`config.mk`:
```
export PLATFORM = sky130hd
export DESIGN_NAME = ddr_rd_burst_sched
export DESIGN_NICKNAME = d
export VERILOG_FILES = /design/src/rtl/ddr_rd_burst_sched_pkg.sv /design/src/rtl/ddr_rd_burst_sched_sat_cnt.sv /design/src/rtl/ddr_rd_burst_sched.sv
export SDC_FILE = /design/constraint.sdc
export NUM_CORES = 1
export LEC_CHECK = 0
export BUFFER_PORTS_ARGS = -buffer_cell sky130_fd_sc_hd__buf_2
export CAP_MARGIN = 20
export CORE_MARGIN = 2
export CORE_UTILIZATION = 40
export CTS_CLUSTER_DIAMETER = 200
export DETAILED_ROUTE_END_ITERATION = 7
export PLACE_DENSITY = 0.69
export RECOVER_POWER = 25
export SYNTH_ARGS = -nofsm -noshare
export SYNTH_HDL_FRONTEND = slang
export SYNTH_SLANG_ARGS = --single-unit
```
`constraint.sdc`:
```
create_clock -name clk -period 10.4 [get_ports clk]
set_clock_uncertainty 0.2 [all_clocks]
set_input_delay 2.08 -clock clk [delete_from_list [all_inputs] [get_ports clk]]
set_output_delay 2.08 -clock clk [all_outputs]
set_load 0.005 [all_outputs]
```
`src/rtl/ddr_rd_burst_sched_pkg.sv`:
```
// Shared encodings for the DDR read-burst scheduler: AXI burst type, FSM states
// and the burst-size helper.
package ddr_rd_burst_sched_pkg;

    localparam logic [1:0] AXI_BURST_INCR = 2'b01;

    typedef enum logic [1:0] {
        ST_IDLE  = 2'b00,
        ST_ISSUE = 2'b01,
        ST_GAP   = 2'b10
    } state_e;

    function automatic int unsigned burst_bytes(input int unsigned beats,
                                                input int unsigned beat_bytes);
        return beats * beat_bytes;
    endfunction

endpackage

```
`src/rtl/ddr_rd_burst_sched_sat_cnt.sv`:
```
// Saturating up/down counter; an increment while at all-ones raises ovf for
// that cycle, a decrement at zero is dropped.
module sat_updown_cnt #(
    parameter int unsigned W = 16
) (
    input  logic         clk,
    input  logic         rst_n,
    input  logic         clr,
    input  logic         inc,
    input  logic         dec,
    output logic [W-1:0] cnt_nxt,
    output logic [W-1:0] cnt,
    output logic         ovf
);

    logic [W-1:0] cnt_q;
    logic [W-1:0] cnt_d;
    logic         ovf_s;

    // Next count: clear wins, simultaneous inc/dec cancel.
    always_comb begin
        cnt_d = cnt_q;
        ovf_s = 1'b0;
        if (clr) begin
            cnt_d = {W{1'b0}};
        end else if (inc && !dec) begin
            if (cnt_q == {W{1'b1}}) begin
                ovf_s = 1'b1;
            end else begin
                cnt_d = cnt_q + W'(1);
            end
        end else if (dec && !inc) begin
            if (cnt_q != {W{1'b0}}) begin
                cnt_d = cnt_q - W'(1);
            end else begin
                cnt_d = cnt_q;
            end
        end else begin
            cnt_d = cnt_q;
        end
    end

    // Count register.
    always_ff @(posedge clk or negedge rst_n) begin
        if (!rst_n) begin
            cnt_q <= {W{1'b0}};
        end else begin
            cnt_q <= cnt_d;
        end
    end

    assign cnt_nxt = cnt_d;
    assign cnt     = cnt_q;
    assign ovf     = ovf_s;

endmodule

```
`src/rtl/ddr_rd_burst_sched.sv`:
```
// AXI read-address scheduler: issues ring-buffer read bursts on FIFO refill
// requests, metered by write credits, an outstanding limit and a holdoff gap.
module ddr_rd_burst_sched
    import ddr_rd_burst_sched_pkg::*;
#(
    parameter int unsigned ADDR_W      = 32,
    parameter int unsigned BURST_BEATS = 16,
    parameter int unsigned BEAT_BYTES  = 32,
    parameter int unsigned MAX_OUTST   = 4,
    parameter int unsigned HOLDOFF     = 8,
    parameter int unsigned CRED_W      = 16
) (
    input  logic              clk,
    input  logic              rst_n,
    input  logic              ctrl_rd_en,
    input  logic              DDR_rd_en,
    input  logic [ADDR_W-1:0] cfg_base_addr,
    input  logic [15:0]       cfg_num_bursts,
    input  logic              wr_burst_done,
    output logic [ADDR_W-1:0] m_axi_araddr,
    output logic [7:0]        m_axi_arlen,
    output logic [2:0]        m_axi_arsize,
    output logic [1:0]        m_axi_arburst,
    output logic              m_axi_arvalid,
    input  logic              m_axi_arready,
    input  logic              m_axi_rvalid,
    input  logic              m_axi_rready,
    input  logic              m_axi_rlast,
    output logic [CRED_W-1:0] credits,
    output logic [2:0]        outstanding,
    output logic              underrun,
    output logic              cred_ovf,
    output logic              busy
);

    localparam int unsigned BURST_BYTES = burst_bytes(BURST_BEATS, BEAT_BYTES);
    localparam int unsigned GAP_W       = $clog2(HOLDOFF + 1);

    state_e            state_q, state_d;
    logic              arvalid_q, arvalid_d;
    logic [ADDR_W-1:0] araddr_q, araddr_d;
    logic [ADDR_W-1:0] base_q, base_d;
    logic [15:0]       num_q, num_d;
    logic [15:0]       idx_q, idx_d;
    logic [GAP_W-1:0]  gap_q, gap_d;
    logic              ctrl_q;
    logic              pend_q, pend_d;
    logic              underrun_q, underrun_d;
    logic              cred_ovf_q, cred_ovf_d;
    logic              busy_q, busy_d;

    logic              ar_hs_s, r_last_s, rise_s, apply_s, want_s, issue_s;
    logic              cred_ovf_s, outst_ovf_unused_s;
    logic [CRED_W-1:0] cred_nxt_unused_s;
    logic [2:0]        outst_nxt_s;

    assign ar_hs_s  = arvalid_q & m_axi_arready;
    assign r_last_s = m_axi_rvalid & m_axi_rready & m_axi_rlast;
    assign rise_s   = ctrl_rd_en & ~ctrl_q;
    // A rising edge caught mid-burst is deferred until the FSM is back in IDLE.
    assign apply_s  = (state_q == ST_IDLE) & (rise_s | pend_q);
    assign want_s   = ctrl_rd_en & DDR_rd_en;
    assign issue_s  = (state_q == ST_IDLE) & ~apply_s & want_s &
                      (credits != {CRED_W{1'b0}}) & (32'(outstanding) < MAX_OUTST);

    sat_updown_cnt #(.W(CRED_W)) u_cred_cnt (
        .clk     (clk),
        .rst_n   (rst_n),
        .clr     (apply_s),
        .inc     (wr_burst_done),
        .dec     (ar_hs_s),
        .cnt_nxt (cred_nxt_unused_s),
        .cnt     (credits),
        .ovf     (cred_ovf_s)
    );

    sat_updown_cnt #(.W(3)) u_outst_cnt (
        .clk     (clk),
        .rst_n   (rst_n),
        .clr     (1'b0),
        .inc     (ar_hs_s),
        .dec     (r_last_s),
        .cnt_nxt (outst_nxt_s),
        .cnt     (outstanding),
        .ovf     (outst_ovf_unused_s)
    );

    // FSM next state, ring address walk and sticky status flags.
    always_comb begin
        state_d    = state_q;
        arvalid_d  = arvalid_q;
        araddr_d   = araddr_q;
        base_d     = base_q;
        num_d      = num_q;
        idx_d      = idx_q;
        gap_d      = gap_q;
        pend_d     = pend_q;
        underrun_d = underrun_q;
        cred_ovf_d = cred_ovf_q | cred_ovf_s;

        case (state_q)
            ST_IDLE: begin
                if (issue_s) begin
                    state_d   = ST_ISSUE;
                    arvalid_d = 1'b1;
                end else begin
                    state_d   = ST_IDLE;
                end
            end
            ST_ISSUE: begin
                if (ar_hs_s) begin
                    state_d   = ST_GAP;
                    arvalid_d = 1'b0;
                    gap_d     = {GAP_W{1'b0}};
                    if (({1'b0, idx_q} + 17'd1) >= {1'b0, num_q}) begin
                        idx_d    = 16'd0;
                        araddr_d = base_q;
                    end else begin
                        idx_d    = idx_q + 16'd1;
                        araddr_d = araddr_q + ADDR_W'(BURST_BYTES);
                    end
                end else begin
                    state_d = ST_ISSUE;
                end
            end
            ST_GAP: begin
                if (gap_q == GAP_W'(HOLDOFF - 1)) begin
                    state_d = ST_IDLE;
                end else begin
                    gap_d = gap_q + GAP_W'(1);
                end
            end
            default: begin
                state_d   = ST_IDLE;
                arvalid_d = 1'b0;
            end
        endcase

        if (apply_s) begin
            pend_d     = 1'b0;
            idx_d      = 16'd0;
            araddr_d   = cfg_base_addr;
            base_d     = cfg_base_addr;
            num_d      = cfg_num_bursts;
            underrun_d = 1'b0;
            cred_ovf_d = 1'b0;
        end else begin
            if (rise_s) begin
                pend_d = 1'b1;
            end else begin
                pend_d = pend_q;
            end
            if ((state_q == ST_IDLE) && want_s && (credits == {CRED_W{1'b0}})) begin
                underrun_d = 1'b1;
            end else begin
                underrun_d = underrun_q;
            end
        end

        busy_d = (state_d != ST_IDLE) | (outst_nxt_s != 3'd0);
    end

    // State and datapath registers.
    always_ff @(posedge clk or negedge rst_n) begin
        if (!rst_n) begin
            state_q    <= ST_IDLE;
            arvalid_q  <= 1'b0;
            araddr_q   <= {ADDR_W{1'b0}};
            base_q     <= {ADDR_W{1'b0}};
            num_q      <= 16'd0;
            idx_q      <= 16'd0;
            gap_q      <= {GAP_W{1'b0}};
            ctrl_q     <= 1'b0;
            pend_q     <= 1'b0;
            underrun_q <= 1'b0;
            cred_ovf_q <= 1'b0;
            busy_q     <= 1'b0;
        end else begin
            state_q    <= state_d;
            arvalid_q  <= arvalid_d;
            araddr_q   <= araddr_d;
            base_q     <= base_d;
            num_q      <= num_d;
            idx_q      <= idx_d;
            gap_q      <= gap_d;
            ctrl_q     <= ctrl_rd_en;
            pend_q     <= pend_d;
            underrun_q <= underrun_d;
            cred_ovf_q <= cred_ovf_d;
            busy_q     <= busy_d;
        end
    end

    assign m_axi_araddr  = araddr_q;
    assign m_axi_arvalid = arvalid_q;
    assign m_axi_arlen   = 8'(BURST_BEATS - 1);
    assign m_axi_arsize  = 3'($clog2(BEAT_BYTES));
    assign m_axi_arburst = AXI_BURST_INCR;
    assign underrun      = underrun_q;
    assign cred_ovf      = cred_ovf_q;
    assign busy          = busy_q;

endmodule

```
==> results.yml, run 1 <==
status:
  status: "complete, but fails checks"
  violations: "capacitance limit, slew limit"
synthesis:
  synth_warnings: 0
  synth_edf_count: 0
  avgSynthCellArea_um2: 8.956
  synth_area_mm2: 0.007371
  syn-instance-count: 823
  synthFlopType: "dfrtp_1"
  ys_types: 65
  yosysSeqAreaShare: 0.4312
  ys_seq_elements: 127
  synthArstFlopShare: 1.000
worst_setup_path:
  arrival_ns: 5.64
  worst-endpoint-required_ns: 10.65
  path_delay_family: "buffers and inverters"
  timing.critical_path.slowest_stage_cell: "clkbuf_1"
  worst-path-buf-inv: 2
  endpoint_kind: "asynchronous set/reset pin"
  start_kind: "primary input"
  max_stage_delay_ns: 2.53
  path_cells: "clkbuf_1, buf_4"
  worstPathMaxFanout: 65
  setup.worst_path.class: "primary input to asynchronous set/reset pin"
run:
  drv_cap: 2
cts:
  cts_tree: "yes"
  cts-buffers-inserted: 17
  cts_root_buf: "clkbuf_16"
  cts_setup_buffers: 0
  clock_latency_ns: 0.42
  ctsHoldBuffers: 0
  clk_pin_slew_worst_paths_ns: 0.06
  cts_sinks: 127
  cts_resized: 0
  cts_buffer_depth: 2
  h-tree-depth: 4
finish:
  final_util: 0.4804
  diodes: 0
  area_growth_pct: 17.48
  final_cell_area_mm2: 0.008660
  drive_gt1_frac: 0.1816
  fillerInstances: 1752
  nets: 1017
  final_cells: 1165
timing:
  max_freq_mhz: 185.5
  tightest_slew_ns: 3.661
  slew_viol_final: 109
  fin_crit_ns: 5.391
  finalHoldViolations: 0
  final-setup-viol-count: 0
  rsz0062_at_grt: "no"
  fin_crit_sh: 0.5183
  relSlewSlack: -1.440
  fin_setup_tns_ns: 0
power_and_ir_drop:
  peakVddDrop_v: 0.0001385
  power_mw: 2.388
  leakage_nw: 4.375
  cellPowerDensity_mw_per_mm2: 275.8
place:
  port_buffers: 111
  dp_cells: 1133
  dp_hpwl_mm: 11.93
  placed_area_mm2: 0.008089
  gp_congestion: 0.8346
route:
  vias_per_cell: 5.318
  antenna_left: 0
  wirelength_mm: 17.84
  wl_per_cell_um: 15.31
  dr.pass1.iters: 5
  dr_total_vias: 6195
  drt-initial-drc-count: 394
  drc: 0
die:
  row_count: 49
  die_y_um: 139.7
  core_area_mm2: 0.01802
  die_area_mm2: 0.01953
  initial_utilization: 0.4089
  die_w_um: 139.7
  ios: 125
global_routing:
  grt_usage: 0.1866
  gr-total-overflow: 0
  grt_start_max_net_pins: 66
  grt_pass1_vias: 5969
  antenna_found_initial: 0
  grt_pass1_wl_mm: 29.75
hold_path:
  min-delay-path-class: "flip-flop to flip-flop"
kinds of logic after synthesis:
kind of cell / count (synthesis) / synth area share
muxes: 22 / 0.02988
buffers and inverters: 79 / 0.04957
and+or+nand+nor: 353 / 0.2266
other: 2 / 0.001019
DFF: 127 / 0.4312
AOI/OAI and AO/OA: 162 / 0.1492
xor gates and xnor gates: 41 / 0.04872
adders and majority gates: 37 / 0.06383
routing by layer:
metal  up-vias  GRT usage  routed length (µm)
met5         -          0                   0
met4         0    0.05684                 249
met3        16    0.04233                 757
met2       131     0.2922                8235
met1      2970     0.2591                8595
li1       3078          -                   -
cells in the mapped netlist (all sizes together) (5+ instances only):
cell    count  area, µm²
nand2     191      716.9
dfrtp     127       3178
o21ai      39      195.2
nand3      37      190.2
ha         36      450.4
nor2       33      126.4
inv        31      116.4
a21oi      30      150.1
o211ai     28      210.2
buf        27      170.2
xnor2      26      227.7
mux2i      22      220.2
clkbuf     21      78.83
nand4      17      127.6
nor3       16      96.35
xor2       15      131.4
and3       13      81.33
nor4        9      62.56
a21boi      7      52.55
a21o        7      52.55
nor2b       7      43.79
o31ai       7      52.55
or3         7      43.79
and4        6      55.05
a22o        5      43.79
o21a        5      37.54
o221ai      5      43.79
layout make-up:
cell class / count / area (µm²) / share of cell area
clock buffers: 17 / 425.4 / 0.04913
clock inverters: 15 / 158.9 / 0.01835
inverters: 31 / 116.4 / 0.01344
multi-input cells: 628 / 3897 / 0.4501
flip-flops and latches: 127 / 3178 / 0.3670
well taps: 229 / 286.5 / 0.03309
repair buffers: 118 / 596.8 / 0.06892
cells in the final DEF, fill, tap and decap left out, types with 17 or more instances in the layout:
master / instances
clkbuf_16: 17
nand2_1: 191
nand3_1: 36
mux2i_1: 22
buf_2: 108
dfrtp_1: 127
xnor2_1: 26
o21ai_0: 38
o211ai_1: 28
ha_1: 36
inv_1: 31
a21oi_1: 29
nor2_1: 31
stage by stage:
stage	setup WS, ns	hold WS, ns
3_5_place_dp	5.088	0.2484
3_3_place_gp	5.148	0.2386
4_1_cts	5.535	0.2628
5_1_grt	4.270	0.2772
2_1_floorplan	5.775	0.2249
6_report	5.009	0.2556
final timing paths:
kind                                 endpoint  slack, ns  depth (start not counted)     startpoint
max                                  gap_q[3]       5.01                          2          rst_n
min                                base_q[10]       0.26                          2     base_q[10]
max reg2reg                          idx_q[9]       5.99                         13       idx_q[0]
min reg2reg                        base_q[10]       0.26                          2     base_q[10]
max in group clk           u_cred_cnt.cnt[13]       5.49                         10  m_axi_arready
min in group asynchronous    m_axi_araddr[15]       2.71                          1          rst_n
worst register-to-register path, stage by stage (launching register included):
cell	delay, ns
dfrtp_1	0.42
ha_1	0.28
and4_1	0.24
nand3_1	0.17
inv_1	0.07
and3_1	0.21
xor2_1	0.16
ha_1	0.29
and3_1	0.17
a311oi_1	0.09
nor3b_1	0.43
a21o_1	0.84
nor2_1	0.32
a31o_2	0.39
power by group:
part	leakage (nW)	internal (mW)	total [mW]	switching (mW)
sequential	1.59	0.696	0.874	0.178
clock	0.281	0.355	0.594	0.239
combinational	2.50	0.399	0.921	0.521
total	4.37	1.45	2.39	0.938
state kept, by name (all words and copies together) (netlist names), 2 cells and up:
signal,flops
base_q,32
u_cred_cnt.cnt,16
gap_q,4
m_axi_araddr,32
num_q,16
u_outst_cnt.cnt,3
state_q,2
idx_q,16
(Power assumes the default switching activity.)
==> run 2, diff against run 1 <==
Settings changed: PLACE_DENSITY 0.69 to 0.71.
Clock period 10.4 ns to 4.77 ns, I/O delays scaled along.
==> run 2 against run 1 <==
  * Via count up 0.48%
  * Critical path type is now flip-flop to flip-flop
  * Global-route usage fell by 0.094 points
  * Register-to-register slack lost 5.2 ns
  * Worst setup slack lost 4.2 ns
  * The run still ends with capacitance limit, slew limit left
  * Total power grew 120%
  * Sequential power rose by 120%
  * First-iteration DRC count grew 26%
  * Count of clock-buffer cells in the layout rose by 1
  * Non-clock buffer count is 4 higher
  * Clock power increased by 140%
  * Sequential share of layout area down 0.41 points
==> results.yml, run 2 (synthesis results as in run 1) <==
status:
  status: "complete, but fails checks"
  violations: "capacitance limit, slew limit"
place:
  dp_hpwl_mm: 12.40
  gp_congestion: 0.8377
  pre_cts_slack_ns: 0.8548
  port_buffers: 111
die:
  initial_utilization: 0.4089
  die_w_um: 139.7
  die_y_um: 139.7
  ios: 125
  core_area_mm2: 0.01802
  row_count: 49
  die_area_mm2: 0.01953
route:
  dr.pass1.iters: 5
  dr_total_vias: 6225
  wl_per_cell_um: 15.42
  drc: 0
  antenna_left: 0
  wirelength_mm: 18.01
  vias_per_cell: 5.330
  drt-initial-drc-count: 498
global_routing:
  antenna_found_initial: 0
  grt_pass1_wl_mm: 29.53
  grt_pass1_vias: 5821
  gr-total-overflow: 0
  grt_usage: 0.1857
  grt_start_max_net_pins: 82
cts:
  ctsHoldBuffers: 0
  cts_tree: "yes"
  cts_setup_buffers: 0
  cts_sinks: 127
  clock_latency_ns: 0.43
  cts-buffers-inserted: 17
  h-tree-depth: 4
  cts_root_buf: "clkbuf_16"
  cts_resized: 0
  cts_buffer_depth: 2
  clk_pin_slew_worst_paths_ns: 0.06
power_and_ir_drop:
  leakage_nw: 4.425
  cellPowerDensity_mw_per_mm2: 611.6
  peakVddDrop_v: 0.0002950
worst_setup_path:
  worst-path-buf-inv: 2
  worst-endpoint-required_ns: 4.76
  max_stage_delay_ns: 0.46
  arrival_ns: 3.99
  start_kind: "flip-flop"
  timing.critical_path.slowest_stage_cell: "a21oi_4"
  worstPathMaxFanout: 13
  setup.worst_path.class: "flip-flop to flip-flop"
  path_cells: "ha_1, and4_1, nand3_1, inv_1, and3_1, xor2_1, ha_1, and3_1, a311oi_1, nor3b_1, a21oi_4, buf_4, mux2i_1, o221ai_1"
  endpoint_kind: "flip-flop"
  path_delay_family: "simple AND/OR/NAND/NOR gates"
timing:
  tightest_slew_ns: 3.262
  slew_viol_final: 101
  fin_crit_sh: 0.8385
  relSlewSlack: -1.174
  worst_slack_ns: 0.7705
  rsz0062_at_grt: "no"
  finalHoldViolations: 0
  fin_setup_tns_ns: 0
  max_freq_mhz: 250.0
  fin_crit_ns: 4.000
  final-setup-viol-count: 0
finish:
  mostFrequentLayoutCell: "nand2_1"
  final_cell_mix: "nand2_1 (191), dfrtp_1 (127), buf_2 (108)"
  drive_gt1_frac: 0.1832
  nets: 1021
  area_growth_pct: 18.81
  diodes: 0
hold_path:
  min-delay-path-class: "flip-flop to flip-flop"
run:
  drv_cap: 2
[run 2: final cells by class]
type,count,area [µm²]
multi-input combinational,628,3897
fill,1734,9268
sequential,127,3178
clock inverter,13,210.2
tap,229,286.5
timing repair buffer,122,639.4
inverter,31,116.4
clock buffer,18,429.2
[run 2: worst reg2reg max path: stages (launching register included)]
cell      delay, ns
dfrtp_1        0.41
ha_1           0.26
and4_1         0.26
nand3_1        0.15
inv_1          0.12
and3_1         0.22
xor2_1         0.16
ha_1           0.25
and3_1         0.19
a311oi_1       0.27
nor3b_1        0.13
a21oi_4        0.46
buf_4          0.35
mux2i_1        0.21
o221ai_1       0.14
[run 2: path summary, 6_finish.rpt]
check | from | end | slack (ns) | cells past startpoint
min reg2reg | base_q[30] | base_q[30] | 0.26 | 2
max in group asynchronous | rst_n | u_cred_cnt.cnt[1] | 1.11 | 1
max reg2reg | idx_q[0] | m_axi_araddr[18] | 0.77 | 14
max | idx_q[0] | m_axi_araddr[18] | 0.77 | 14
min in group asynchronous | rst_n | m_axi_araddr[12] | 1.41 | 1
min | base_q[30] | base_q[30] | 0.26 | 2
[run 2: power breakdown]
part           total (mW)  internal (mW)  switching, mW
combinational        2.02          0.880           1.14
sequential           1.91           1.52          0.390
clock                1.43          0.927          0.499
total                5.36           3.32           2.03
[run 2: stage by stage]
| step | std cells | util | hold WS [ns] | instance area, µm² | total power, mW |
|---|---|---|---|---|---|
| after floorplan | 834 | - | 0.2249 | 7412 | 3.261 |
| after global placement | 1137 | 0.4511 | 0.2373 | 8132 | 3.889 |
| after detailed placement | 1137 | 0.4511 | 0.2496 | 8132 | 3.946 |
| after CTS | 1168 | 0.4866 | 0.2613 | 8771 | 5.399 |
| after global routing | 1168 | 0.4858 | 0.2905 | 8757 | 5.768 |
| final | 1168 | 0.4858 | 0.2615 | 8757 | 5.356 |
[run 2: per-layer routing]
metal  up-vias  share of wire  global-route usage
met5         -              0                   0
met4         0          0.015             0.05842
met3        21          0.044             0.03716
met2       142           0.46              0.2868
met1      2969           0.48              0.2635
li1       3093              -                   -
==> run 3, diff against run 2 <==
Settings changed: PLACE_DENSITY 0.71 to 0.69.
Clock period 4.77 ns to 3.8 ns, I/O delays scaled along.
==> run 3 against run 2 <==
  * The flow still finishes with violations (capacitance limit, slew limit)
  * Count of clock-buffer cells in the layout rose by 3
  * Global-route usage rose by 0.66 points
  * Via count rose by 0.42%
  * Wire length rose by 1.0%
  * Critical endpoint is now idx_q[8]
  * Highest routed layer unchanged
==> results.yml, run 3 (synthesis results as in run 1) <==
die:
  core_area_mm2: 0.01802
  die_area_mm2: 0.01953
  die_y_um: 139.7
  row_count: 49
  ios: 125
  initial_utilization: 0.4089
  die_w_um: 139.7
power_and_ir_drop:
  peakVddDrop_v: 0.0003310
  p_int_mw: 4.182
  p_comb_frac: 0.388
  cellPowerDensity_mw_per_mm2: 759.2
  p_sw_frac: 0.3775
  power_mw: 6.718
  clockPowerShare: 0.255
  pwr-share-seq: 0.357
  power_switching_mw: 2.536
  leakage_nw: 4.463
worst_setup_path:
  reg2reg_slack_ns: 0.24
  reg2reg_from: "idx_q[2]"
  endpoint_kind: "flip-flop"
  worst-endpoint-required_ns: 3.93
  arrival_ns: 3.69
  worstPathMaxFanout: 22
  rr_worst_depth: 12
  setup.worst_path.class: "flip-flop to flip-flop"
  worstReg2RegEnd: "idx_q[8]"
  start_kind: "flip-flop"
run:
  drv_cap: 1
timing:
  final-setup-viol-count: 0
  hold_ws_ns: 0.2530
  tightest_slew_ns: 1.551
  finalHoldViolations: 0
  relSlewSlack: -0.03367
  fin_setup_tns_ns: 0
  rsz0062_at_grt: "no"
  fin_crit_sh: 0.9361
  fin_crit_ns: 3.557
  max_freq_mhz: 281.1
  worst_slack_ns: 0.2429
  slew_viol_final: 61
route:
  vias_per_cell: 5.302
  drc: 0
  wl_per_cell_um: 15.43
  dr_total_vias: 6251
  antenna_left: 0
  dr.pass1.iters: 5
  wirelength_mm: 18.19
  drt-initial-drc-count: 465
cts:
  h-tree-depth: 4
  cts-buffers-inserted: 17
  cts_sinks: 127
  cts_root_buf: "clkbuf_16"
  cts_buffer_depth: 2
  cts_setup_buffers: 0
  clk_pin_slew_worst_paths_ns: 0.06
  clock_latency_ns: 0.41
  ctsHoldBuffers: 0
  cts_tree: "yes"
place:
  gp_congestion: 0.8629
  dp_cells: 1148
  dp_hpwl_mm: 12.64
  placed_area_mm2: 0.008227
  pre_cts_slack_ns: 0.1333
  port_buffers: 111
finish:
  nets: 1032
  final_util: 0.4909
  diodes: 0
  mostFrequentLayoutCell: "nand2_1"
  drive_gt1_frac: 0.2011
  fillerInstances: 1710
  area_growth_pct: 20.05
  final_cell_mix: "nand2_1 (191), dfrtp_1 (125), buf_2 (109)"
  final_cells: 1179
  final_cell_area_mm2: 0.008848
global_routing:
  grt_use_met1: 0.2629
  grt_pass1_vias: 6254
  use_met2: 0.3047
  busiest_layer: "met2"
  antenna_found_initial: 0
  grt_start_max_net_pins: 61
  grt_usage: 0.1923
  grt.met3_usage: 0.04129
  grt_pass1_wl_mm: 30.96
  gr-total-overflow: 0
hold_path:
  min_from: "base_q[10]"
  min-delay-path-class: "flip-flop to flip-flop"
  hold_depth: 2
  worstHoldEndpoint: "base_q[10]"
status:
  status: "complete, but fails checks"
  violations: "capacitance limit, slew limit"
## run 3: metal layers
metal / wire [µm] / up-vias
met5: 0 / -
met1: 8638 / 2981
met3: 862 / 19
met4: 295 / 0
li1: - / 3101
met2: 8393 / 150
## run 3: cell type report
| cell class | instances | area (µm²) | share of cell area |
|---|---|---|---|
| Multi-Input combinational cell | 628 | 3918 | 0.4427 |
| Sequential cell | 127 | 3181 | 0.3594 |
| Timing Repair Buffer | 133 | 725.7 | 0.08201 |
| Clock buffer | 21 | 460.4 | 0.05204 |
| Tap cell | 229 | 286.5 | 0.03238 |
| Clock inverter | 10 | 161.4 | 0.01824 |
| Inverter | 31 | 116.4 | 0.01315 |
## run 3: how the worst max path moves through the flow
| stage | start | end | cells past startpoint |
|---|---|---|---|
| finish | idx_q[2] | idx_q[8] | 12 |
| global route | idx_q[0] | idx_q[8] | 14 |
| detailed placement | idx_q[0] | m_axi_araddr[31] | 14 |
| CTS | idx_q[0] | idx_q[8] | 14 |
| floorplan | m_axi_arready | u_cred_cnt.cnt[13] | 9 |
| global placement | idx_q[0] | m_axi_araddr[31] | 14 |
## run 3: power by group through the flow
stage | Clock [mW] | Combinational [mW] | Sequential (mW)
2_1_floorplan | 0 | 1.79 | 2.31
3_3_place_gp | 0 | 2.54 | 2.39
3_5_place_dp | 0 | 2.60 | 2.41
4_1_cts | 1.75 | 2.62 | 2.39
5_1_grt | 1.80 | 2.99 | 2.48
6_report | 1.72 | 2.60 | 2.40
## run 3: timing repair
item                                    CTS  global route
gates resized for setup                   0             7
endpoints found under the setup margin    0            44
endpoints found under the hold margin     0             0
## run 3: critical path, stage by stage, from the launching register on
cell	delay, ns
dfrtp_1	0.42
and3_2	0.30
nand4_4	0.17
or3_1	0.40
xnor2_1	0.20
ha_1	0.28
o21a_1	0.19
a21oi_1	0.14
o221ai_1	0.19
a21o_2	0.30
buf_12	0.18
or4_1	0.40
o211ai_1	0.11
